**src/rtl/ps2_scan_rx_if.sv**
```systemverilog
// Key-code output bus of the PS/2 receiver: held code plus its two event strobes.
interface ps2_scan_rx_if;
  logic [8:0] data;
  logic       ready;
  logic       frame_err;

  modport master (output data, output ready, output frame_err);
  modport slave  (input  data, input  ready, input  frame_err);
endinterface

```
**src/rtl/ps2_scan_rx.sv**
```systemverilog
// PS/2 device-to-host receiver: synchronises and filters the pad lines, deframes 11-bit frames
// and folds E0/F0 prefixes into a held 9-bit key code {ext, code}.
module ps2_scan_rx #(
  parameter int FILTER_LEN = 8,
  parameter int TIMEOUT    = 100000,
  parameter int TO_W       = 17
) (
  input  logic           clk,
  input  logic           rst,
  input  logic           ps2_clk,
  input  logic           ps2_data,
  ps2_scan_rx_if.master  rx
);

  localparam int FL_W = (FILTER_LEN > 1) ? $clog2(FILTER_LEN) : 1;
  localparam logic [FL_W-1:0] FL_LAST    = FL_W'(FILTER_LEN - 1);
  localparam logic [TO_W-1:0] TO_LIMIT   = TO_W'(TIMEOUT);

  localparam logic [1:0] IDLE   = 2'd0;
  localparam logic [1:0] DATA   = 2'd1;
  localparam logic [1:0] PARITY = 2'd2;
  localparam logic [1:0] STOP   = 2'd3;

  localparam logic [7:0] CODE_EXT = 8'hE0;
  localparam logic [7:0] CODE_BRK = 8'hF0;

  // Two-flop synchronisers for {ps2_data, ps2_clk}; idle level of both lines is high.
  logic [1:0] pad_in;
  logic [1:0] pad_sync;
  assign pad_in = {ps2_data, ps2_clk};

  genvar gi;
  generate
    for (gi = 0; gi < 2; gi++) begin : g_sync
      logic meta_reg;
      logic sync_reg;
      always_ff @(posedge clk or negedge rst) begin
        if (!rst) begin
          meta_reg <= 1'b1;
          sync_reg <= 1'b1;
        end else begin
          meta_reg <= pad_in[gi];
          sync_reg <= meta_reg;
        end
      end
      assign pad_sync[gi] = sync_reg;
    end
  endgenerate

  logic sync_clk;
  logic sync_data;
  assign sync_clk  = pad_sync[0];
  assign sync_data = pad_sync[1];

  logic            filt_reg,      filt_next;
  logic [FL_W-1:0] flt_cnt_reg,   flt_cnt_next;
  logic [1:0]      state_reg,     state_next;
  logic [2:0]      bit_cnt_reg,   bit_cnt_next;
  logic [7:0]      shift_reg,     shift_next;
  logic            parity_reg,    parity_next;
  logic [TO_W-1:0] to_cnt_reg,    to_cnt_next;
  logic            rx_done_reg,   rx_done_next;
  logic            rx_ok_reg,     rx_ok_next;
  logic            ext_reg,       ext_next;
  logic            brk_reg,       brk_next;
  logic [8:0]      data_reg,      data_next;
  logic            ready_reg,     ready_next;
  logic            frame_err_reg, frame_err_next;
  logic            fall;

  always_comb begin
    filt_next      = filt_reg;
    flt_cnt_next   = flt_cnt_reg;
    state_next     = state_reg;
    bit_cnt_next   = bit_cnt_reg;
    shift_next     = shift_reg;
    parity_next    = parity_reg;
    to_cnt_next    = to_cnt_reg;
    rx_done_next   = 1'b0;
    rx_ok_next     = rx_ok_reg;
    ext_next       = ext_reg;
    brk_next       = brk_reg;
    data_next      = data_reg;
    ready_next     = 1'b0;
    frame_err_next = 1'b0;
    fall           = 1'b0;

    // Accept a new clock level only after FILTER_LEN consecutive cycles at that level.
    if (sync_clk != filt_reg) begin
      if (flt_cnt_reg == FL_LAST) begin
        filt_next    = sync_clk;
        flt_cnt_next = '0;
        fall         = filt_reg;
      end else begin
        flt_cnt_next = flt_cnt_reg + FL_W'(1);
      end
    end else begin
      flt_cnt_next = '0;
    end

    if (fall) begin
      case (state_reg)
        IDLE: begin
          if (!sync_data) begin
            state_next   = DATA;
            bit_cnt_next = 3'd0;
          end
        end
        DATA: begin
          shift_next   = {sync_data, shift_reg[7:1]};
          bit_cnt_next = bit_cnt_reg + 3'd1;
          if (bit_cnt_reg == 3'd7) begin
            state_next = PARITY;
          end
        end
        PARITY: begin
          parity_next = sync_data;
          state_next  = STOP;
        end
        default: begin
          state_next   = IDLE;
          rx_done_next = 1'b1;
          rx_ok_next   = sync_data && ((^shift_reg ^ parity_reg) == 1'b1);
        end
      endcase
    end

    // A stalled frame is abandoned along with any prefix context it carried.
    if (fall || state_reg == IDLE) begin
      to_cnt_next = '0;
    end else if (to_cnt_reg == TO_LIMIT) begin
      to_cnt_next    = '0;
      state_next     = IDLE;
      frame_err_next = 1'b1;
      ext_next       = 1'b0;
      brk_next       = 1'b0;
    end else begin
      to_cnt_next = to_cnt_reg + TO_W'(1);
    end

    // The shift register still holds the finished byte: the next frame has not started yet.
    if (rx_done_reg) begin
      if (!rx_ok_reg) begin
        frame_err_next = 1'b1;
      end else if (shift_reg == CODE_EXT) begin
        ext_next = 1'b1;
      end else if (shift_reg == CODE_BRK) begin
        brk_next = 1'b1;
      end else begin
        if (!brk_reg) begin
          data_next  = {ext_reg, shift_reg};
          ready_next = 1'b1;
        end else if ({ext_reg, shift_reg} == data_reg) begin
          data_next = 9'h000;
        end
        ext_next = 1'b0;
        brk_next = 1'b0;
      end
    end
  end

  always_ff @(posedge clk or negedge rst) begin
    if (!rst) begin
      filt_reg      <= 1'b1;
      flt_cnt_reg   <= '0;
      state_reg     <= IDLE;
      bit_cnt_reg   <= 3'd0;
      shift_reg     <= 8'h00;
      parity_reg    <= 1'b0;
      to_cnt_reg    <= '0;
      rx_done_reg   <= 1'b0;
      rx_ok_reg     <= 1'b0;
      ext_reg       <= 1'b0;
      brk_reg       <= 1'b0;
      data_reg      <= 9'h000;
      ready_reg     <= 1'b0;
      frame_err_reg <= 1'b0;
    end else begin
      filt_reg      <= filt_next;
      flt_cnt_reg   <= flt_cnt_next;
      state_reg     <= state_next;
      bit_cnt_reg   <= bit_cnt_next;
      shift_reg     <= shift_next;
      parity_reg    <= parity_next;
      to_cnt_reg    <= to_cnt_next;
      rx_done_reg   <= rx_done_next;
      rx_ok_reg     <= rx_ok_next;
      ext_reg       <= ext_next;
      brk_reg       <= brk_next;
      data_reg      <= data_next;
      ready_reg     <= ready_next;
      frame_err_reg <= frame_err_next;
    end
  end

  assign rx.data      = data_reg;
  assign rx.ready     = ready_reg;
  assign rx.frame_err = frame_err_reg;

endmodule

```
**src/flat_wrapper.sv**
```systemverilog
// flat-port wrapper written by rule: the top's interface ports become plain ports
module ps2_scan_rx_flat 
#(
  parameter int FILTER_LEN = 8,
  parameter int TIMEOUT    = 100000,
  parameter int TO_W       = 17
)
  (clk, rst, ps2_clk, ps2_data, rx_data, rx_ready, rx_frame_err);
  ps2_scan_rx_if rx_i ();
  input  logic clk;
  input  logic rst;
  input  logic ps2_clk;
  input  logic ps2_data;
  output wire logic [$bits(rx_i.data)-1:0] rx_data;
  output wire logic [$bits(rx_i.ready)-1:0] rx_ready;
  output wire logic [$bits(rx_i.frame_err)-1:0] rx_frame_err;
  assign rx_data = rx_i.data;
  assign rx_ready = rx_i.ready;
  assign rx_frame_err = rx_i.frame_err;
  ps2_scan_rx #(.FILTER_LEN(FILTER_LEN), .TIMEOUT(TIMEOUT), .TO_W(TO_W)) u_core (.clk(clk), .rst(rst), .ps2_clk(ps2_clk), .ps2_data(ps2_data), .rx(rx_i));
endmodule
```
**config.mk**
```make
export PLATFORM = sky130hd
export DESIGN_NAME = ps2_scan_rx_flat
export DESIGN_NICKNAME = d
export VERILOG_FILES = /design/src/rtl/ps2_scan_rx_if.sv /design/src/rtl/ps2_scan_rx.sv /design/src/flat_wrapper.sv
export SDC_FILE = /design/constraint.sdc
export NUM_CORES = 1
export LEC_CHECK = 0
export ABC_AREA = 1
export CAP_MARGIN = 20
export CORE_ASPECT_RATIO = 0.8
export CORE_UTILIZATION = 35
export DETAILED_ROUTE_END_ITERATION = 10
export DONT_BUFFER_PORTS = 1
export HOLD_SLACK_MARGIN = 0.08
export SYNTH_ARGS = -nofsm -noshare
export SYNTH_HDL_FRONTEND = slang
export SYNTH_SLANG_ARGS = --single-unit
```
**constraint.sdc**
```tcl
create_clock -name clk -period 3.64 [get_ports clk]
set_input_delay 0.364 -clock clk [delete_from_list [all_inputs] [get_ports clk]]
set_output_delay 0.364 -clock clk [all_outputs]
set_load 0.05 [all_outputs]
```
Word-level counts from Yosys, hierarchy flattened:

Cells that the tools add are included.

* equal/unequal tests: 11
* bitwise logic cells: 4
* muxes and demuxes: 39
* add/subtract/negate cells: 3
* reductions and logical operators: 12

Operators with widths (count)
* 2-to-1 mux 17 bit: 2
* 2-to-1 mux 1 bit: 25
* 2-to-1 mux 9 bit: 2
* adder 17 x 1 -> 17 bit, second input constant: 1
* == test 17 bit, second input constant: 1
* == test 8 bit, second input constant: 2
* 2-to-1 mux 2 bit: 5
* == test 9 bit: 1
* 2-to-1 mux 3 bit: 3
* AND reduction 2 bit: 4
* parity 8 bit: 1
* adder 3 x 1 -> 3 bit, second input constant: 2
* == test 3 bit, second input constant: 2
* case mux 2 bit (3 select lines): 1
* case mux 3 bit (2 select lines): 1
* AND reduction 5 bit: 1
* inequality test 2 bit, second input constant: 2
* NOT 1 bit: 3
* AND reduction 3 bit: 1
* OR reduction 3 bit: 1
* == test 2 x 1 -> 1 bit, second input constant: 1
* == test 2 bit, second input constant: 1
* logical NOT 2 bit: 1
* nonzero test 2 bit: 1
* 4 further kinds: 4

* input port bits: 4
* logic and storage cells: 87
* flip-flop bits (word level): 54
* output and inout port bits: 11

Longest topological paths before layout:

* depth in word-level cells: 9
* depth in mapped cells: 10
* mapped depth without buffers: 10

Least setup slack after synthesis:

No wires, ideal clock.

* path type: register to register
* start point: register u_core.flt_cnt_reg[0]
* end point: register u_core.bit_cnt_reg[1]
* arrival time: 1.341 ns
* buffers on the path: 0
* setup slack: 2.178 ns
* setup time: 0.121 ns
* clock period less this slack: 1.462 ns
* stages on the path, launching flop included: 8
* required time: 3.519 ns
* cell sequence: dfrtp_1 > ha_1 > ha_1 > nand2_1 > inv_2 > nand2_2 > inv_1 > a22o_1

* cells in the longest elaborated chain, start to end: 4

RTL lines
* start, declared: line ps2_scan_rx.sv:56 `logic [FL_W-1:0] flt_cnt_reg, flt_cnt_next;`
* start signal, assigned: line ps2_scan_rx.sv:180 `flt_cnt_reg <= flt_cnt_next;`
* == test 3 bit: line ps2_scan_rx.sv:90 `if (flt_cnt_reg == FL_LAST) begin`
* 2-to-1 mux 1 bit: line ps2_scan_rx.sv:90
* 2-to-1 mux 1 bit: line ps2_scan_rx.sv:89 `if (sync_clk != filt_reg) begin`
* AND reduction 3 bit (no source line)
* end signal, assigned: line ps2_scan_rx.sv:182 `bit_cnt_reg <= bit_cnt_next;`
* end, declared: line ps2_scan_rx.sv:58 `logic [2:0] bit_cnt_reg, bit_cnt_next;`

Every way passes these cells.
A chain may end at the register's enable or synchronous reset.

Final worst setup path:

* start point: register u_core.shift_reg[4]
* end point: register u_core.data_reg[6], in the netlist u_core.rx.data[6]

* cells in the longest elaborated chain, start to end: 3
* elaborated cells between the ends (all ways): 7
* those cells by class: eq/ne: 4; bitwise: 2; reduce/logical: 1

RTL lines
* start, declared: line ps2_scan_rx.sv:59 `logic [7:0] shift_reg, shift_next;`
* start signal, assigned: line ps2_scan_rx.sv:183 `shift_reg <= shift_next;`
* == test 9 bit (tied with other cells): line ps2_scan_rx.sv:153 `end else if ({ext_reg, shift_reg} == data_reg) begin`
* inequality test 2 bit (no source line) or NOT 1 bit (tied branches)
* AND reduction 5 bit (no source line) *
* end signal, assigned: line ps2_scan_rx.sv:190 `data_reg <= data_next;`
* end, declared: line ps2_scan_rx.sv:66 `logic [8:0] data_reg, data_next;`

Every way passes the cells marked *; elsewhere a longest branch is shown, timed or not.

==> out/results.tsv <==
stage	metric	value	unit
run_status	outcome	completed	
cts	clock root buffer	clkbuf_8	
place	Port Buffers	0	
route	DRT antenna net count	0	
place	Final GP Congestion	0.8213	
cts	Post-CTS Setup Repair Bufs	0	
route	DRC	0	
floorplan	die span in x	102.3	um
yosys	synthesized flop and latch total	54	
cells_and_area	max reg flops	17	
pwr	Int Pwr	0.7830	mW
pwr	power density over the cells	334.8	mW/mm2
timing	Hold Violations, Final	0	
hold_path	HP Class	flop to flop	
floorplan	num rows	28	
cells_and_area	leading cell type in the layout, fill and taps excluded	nand2_1	
route	final wirelength	5391	um
cts	Reg clk slew, reported paths	90	ps
worst_setup_path	crit path max-delay cell type	nor2_1	
place	detailed-placement wirelength estimate	3917	um
cts	TritonCTS Buffers	5	
cells_and_area	most frequent cells in the layout	nand2_1, dfrtp_1, inv_1	
cts	Max Buffers Root-to-Sink	2	
route	Vias	2067	
timing	Finish-stage setup viols	0	
pwr	peak supply drop	0.0001681	V
cells_and_area	Layout fillers	770	
worst_setup_path	slowest stage delay, CP	550	ps
floorplan	Die ar.	0.008408	mm2
worst_setup_path	worst reg2reg setup slack	1510	ps
cells_and_area	fin nets	355	
cells_and_area	Antenna Cells	0	
cells_and_area	layout cells sized above 1	14.66	%
cts	sink count of the clock tree	54	
floorplan	initial core utilization	37.03	%
cts	CTS tree	yes	
timing	Slew Viols, Final	0	
worst_setup_path	worst path cell trace	inv_1 > ha_1 > nand2_1 > nor2_1 > nor2_1 > nand3_1 > nor2_1 > inv_2 > nand3_1 > nand2_1	
pwr	sequential power share	61.5	%
global_routing	GRT Util Overall	14.39	%
yosys	Post-Synthesis Cells	331	
timing	fin crit share	58.60	%
pwr	final total power	1.031	mW
floorplan	die height	82.22	um
worst_setup_path	end point of the critical path	u_core.rx.data[6]	
worst_setup_path	critical path fanouts, max	11	
timing	RSZ-0062 raised after global routing	false	
pwr	sw power	0.2477	mW
worst_setup_path	crit path kind	flop to flop	
yosys	syn nets	346	
yosys	Mean Syn Cell Area	8.505	um2
timing	post-route minimum period	2133	ps
route	post-DR wirelength/cell	12.09	um
timing	setup TNS	0	ps
worst_setup_path	CP startpoint	u_core.shift_reg[4]	
pwr	Clk pwr share	33.0	%
pwr	Sw Share	24.03	%
yosys	Syn Std Cell Area	0.002815	mm2
yosys	sequential-to-total area share from yosys stat	48.22	%
route	DR iter-0 viols	121	
global_routing	Overflow after GRT	0	
yosys	Main synth FF type	dfrtp_1	
global_routing	global-route wire length before repair	9301	um
worst_setup_path	CP arrival	2330	ps
global_routing	largest net degree at the start of global routing	55	
worst_setup_path	startpoint types	flop	
worst_setup_path	CP most frequent cell	nor2_1	
worst_setup_path	Worst R2R Start	u_core.shift_reg[4]	
timing	Worst Skew	17.44	ps
worst_setup_path	CP required	3840	ps
timing	Slew @ Worst Pin	699.7	ps
route	routed vias/inst	4.635	
yosys	post-synthesis cell type count	31	
yosys	asr flop ratio synth	100.0	%
yosys	Syn. warnings	0	
worst_setup_path	r2r worst-path depth	10	
floorplan	Ports	15	
route	first drt pass iteration count	4	
cts	worst-skew pair later-pin latency	320	ps
floorplan	core area	0.007602	mm2
timing	slew margin rel.	53.18	%
yosys	EDFF count, synth	0	
worst_setup_path	capturing point of the worst reg2reg path	u_core.rx.data[6]	
job	maxcap violations	0	
worst_setup_path	CP Capture Type	flop	
timing	fmax	468.8	MHz
global_routing	vias in the first global route	1944	
pwr	static leakage	1.359	nW
pwr	Gate power share	5.5	%
global_routing	initial antenna violation count	0	
cells_and_area	area growth from synthesis to layout	9.378	%
cts	H-tree depth	2	
-- critical path: cells and delay by family (launching register included) --
family | cells | cell delay, ps
flip-flops | 1 | 460
buffers and inverters | 2 | 280
adder cells (fa/ha/maj) | 1 | 200
AND/OR/NAND/NOR | 7 | 1070
-- cell type report --
class	instances	area (um2)	area share [%]
Tap cell	105	131.4	4.267
Sequential cell	54	1358	44.09
Timing Repair Buffer	4	57.56	1.869
Clock buffer	6	72.57	2.357
Clock inverter	2	15.01	0.4876
Multi-Input combinational cell	227	1265	41.08
Inverter	48	180.2	5.851
-- worst min path at each step --
stage	end	from	slack [ps]	depth (start not counted)
2_1_floorplan	u_core.bit_cnt_reg[0]	rst	70	0
3_3_place_gp	u_core.flt_cnt_reg[1]	rst	70	0
3_5_place_dp	u_core.flt_cnt_reg[0]	rst	70	0
4_1_cts	u_core.g_sync[0].sync_reg	u_core.g_sync[0].meta_reg	360	0
5_1_grt	u_core.g_sync[1].sync_reg	u_core.g_sync[1].meta_reg	370	0
6_report	u_core.g_sync[0].sync_reg	u_core.g_sync[0].meta_reg	360	0
-- routing by layer --
layer | up-vias | share of wire, % | global-route usage, %
li1 | 1072 | - | -
met1 | 953 | 54 | 21.64
met2 | 36 | 40 | 20.13
met3 | 6 | 4.5 | 3.030
met4 | 0 | 1.4 | 5.143
met5 | - | 0 | 0
-- power groups by stage --
stage          Sequential, mW  Combinational (mW)  Clock [mW]
6_report                0.634              0.0565       0.340
5_1_grt                 0.637              0.0664       0.380
4_1_cts                 0.635              0.0586       0.355
3_5_place_dp            0.647              0.0395           0
3_3_place_gp            0.646              0.0379           0
2_1_floorplan           0.644              0.0335           0
-- synthesized netlist by cell type (3+ instances only) --
cell type,number,area share (%)
nand2_1,77,10
dfrtp_1,49,44
inv_1,38,5.1
nor2_1,37,4.9
nand3_1,18,3.2
ha_1,11,4.9
inv_2,10,1.3
o21ai_1,9,1.6
nand2_2,8,1.8
nand4_1,8,1.8
nor3_1,8,1.4
o21ai_0,8,1.4
xor2_1,7,2.2
a21oi_1,6,1.1
dfstp_2,5,4.7
nand3_2,5,1.8
nor2_4,5,2.0
xnor2_1,4,1.2
nor3_2,3,1.1
-- repair_timing --
action                                 CTS  global route
endpoints found under the hold margin   56             0
gates resized for setup                  0             0
hold buffers                             4             0
-- through the flow --
step                utilization [%]  hold slack, ps  instances  area (um2)  worst slack [ps]
global placement              38.59           70.45        434        2934              1583
detailed placement            38.59           70.30        434        2934              1481
CTS                           40.50           362.1        446        3079              1473
finish                        40.50           361.0        446        3079              1507
global route                  40.50           365.7        446        3079              1134
floorplan                         -           68.41        331        2815              2178
-- cells by family after synthesis --
kind of cell	count (synthesis)	share of synthesized area (%)
AND/OR/NAND/NOR	176	30.85
flip-flops	54	48.22
buffers and inverters	50	6.845
AO/OA/AOI/OAI	29	5.778
XOR/XNOR	11	3.422
adder cells (fa/ha/maj)	11	4.889
Note: power is estimated with default switching activity, not from simulation.
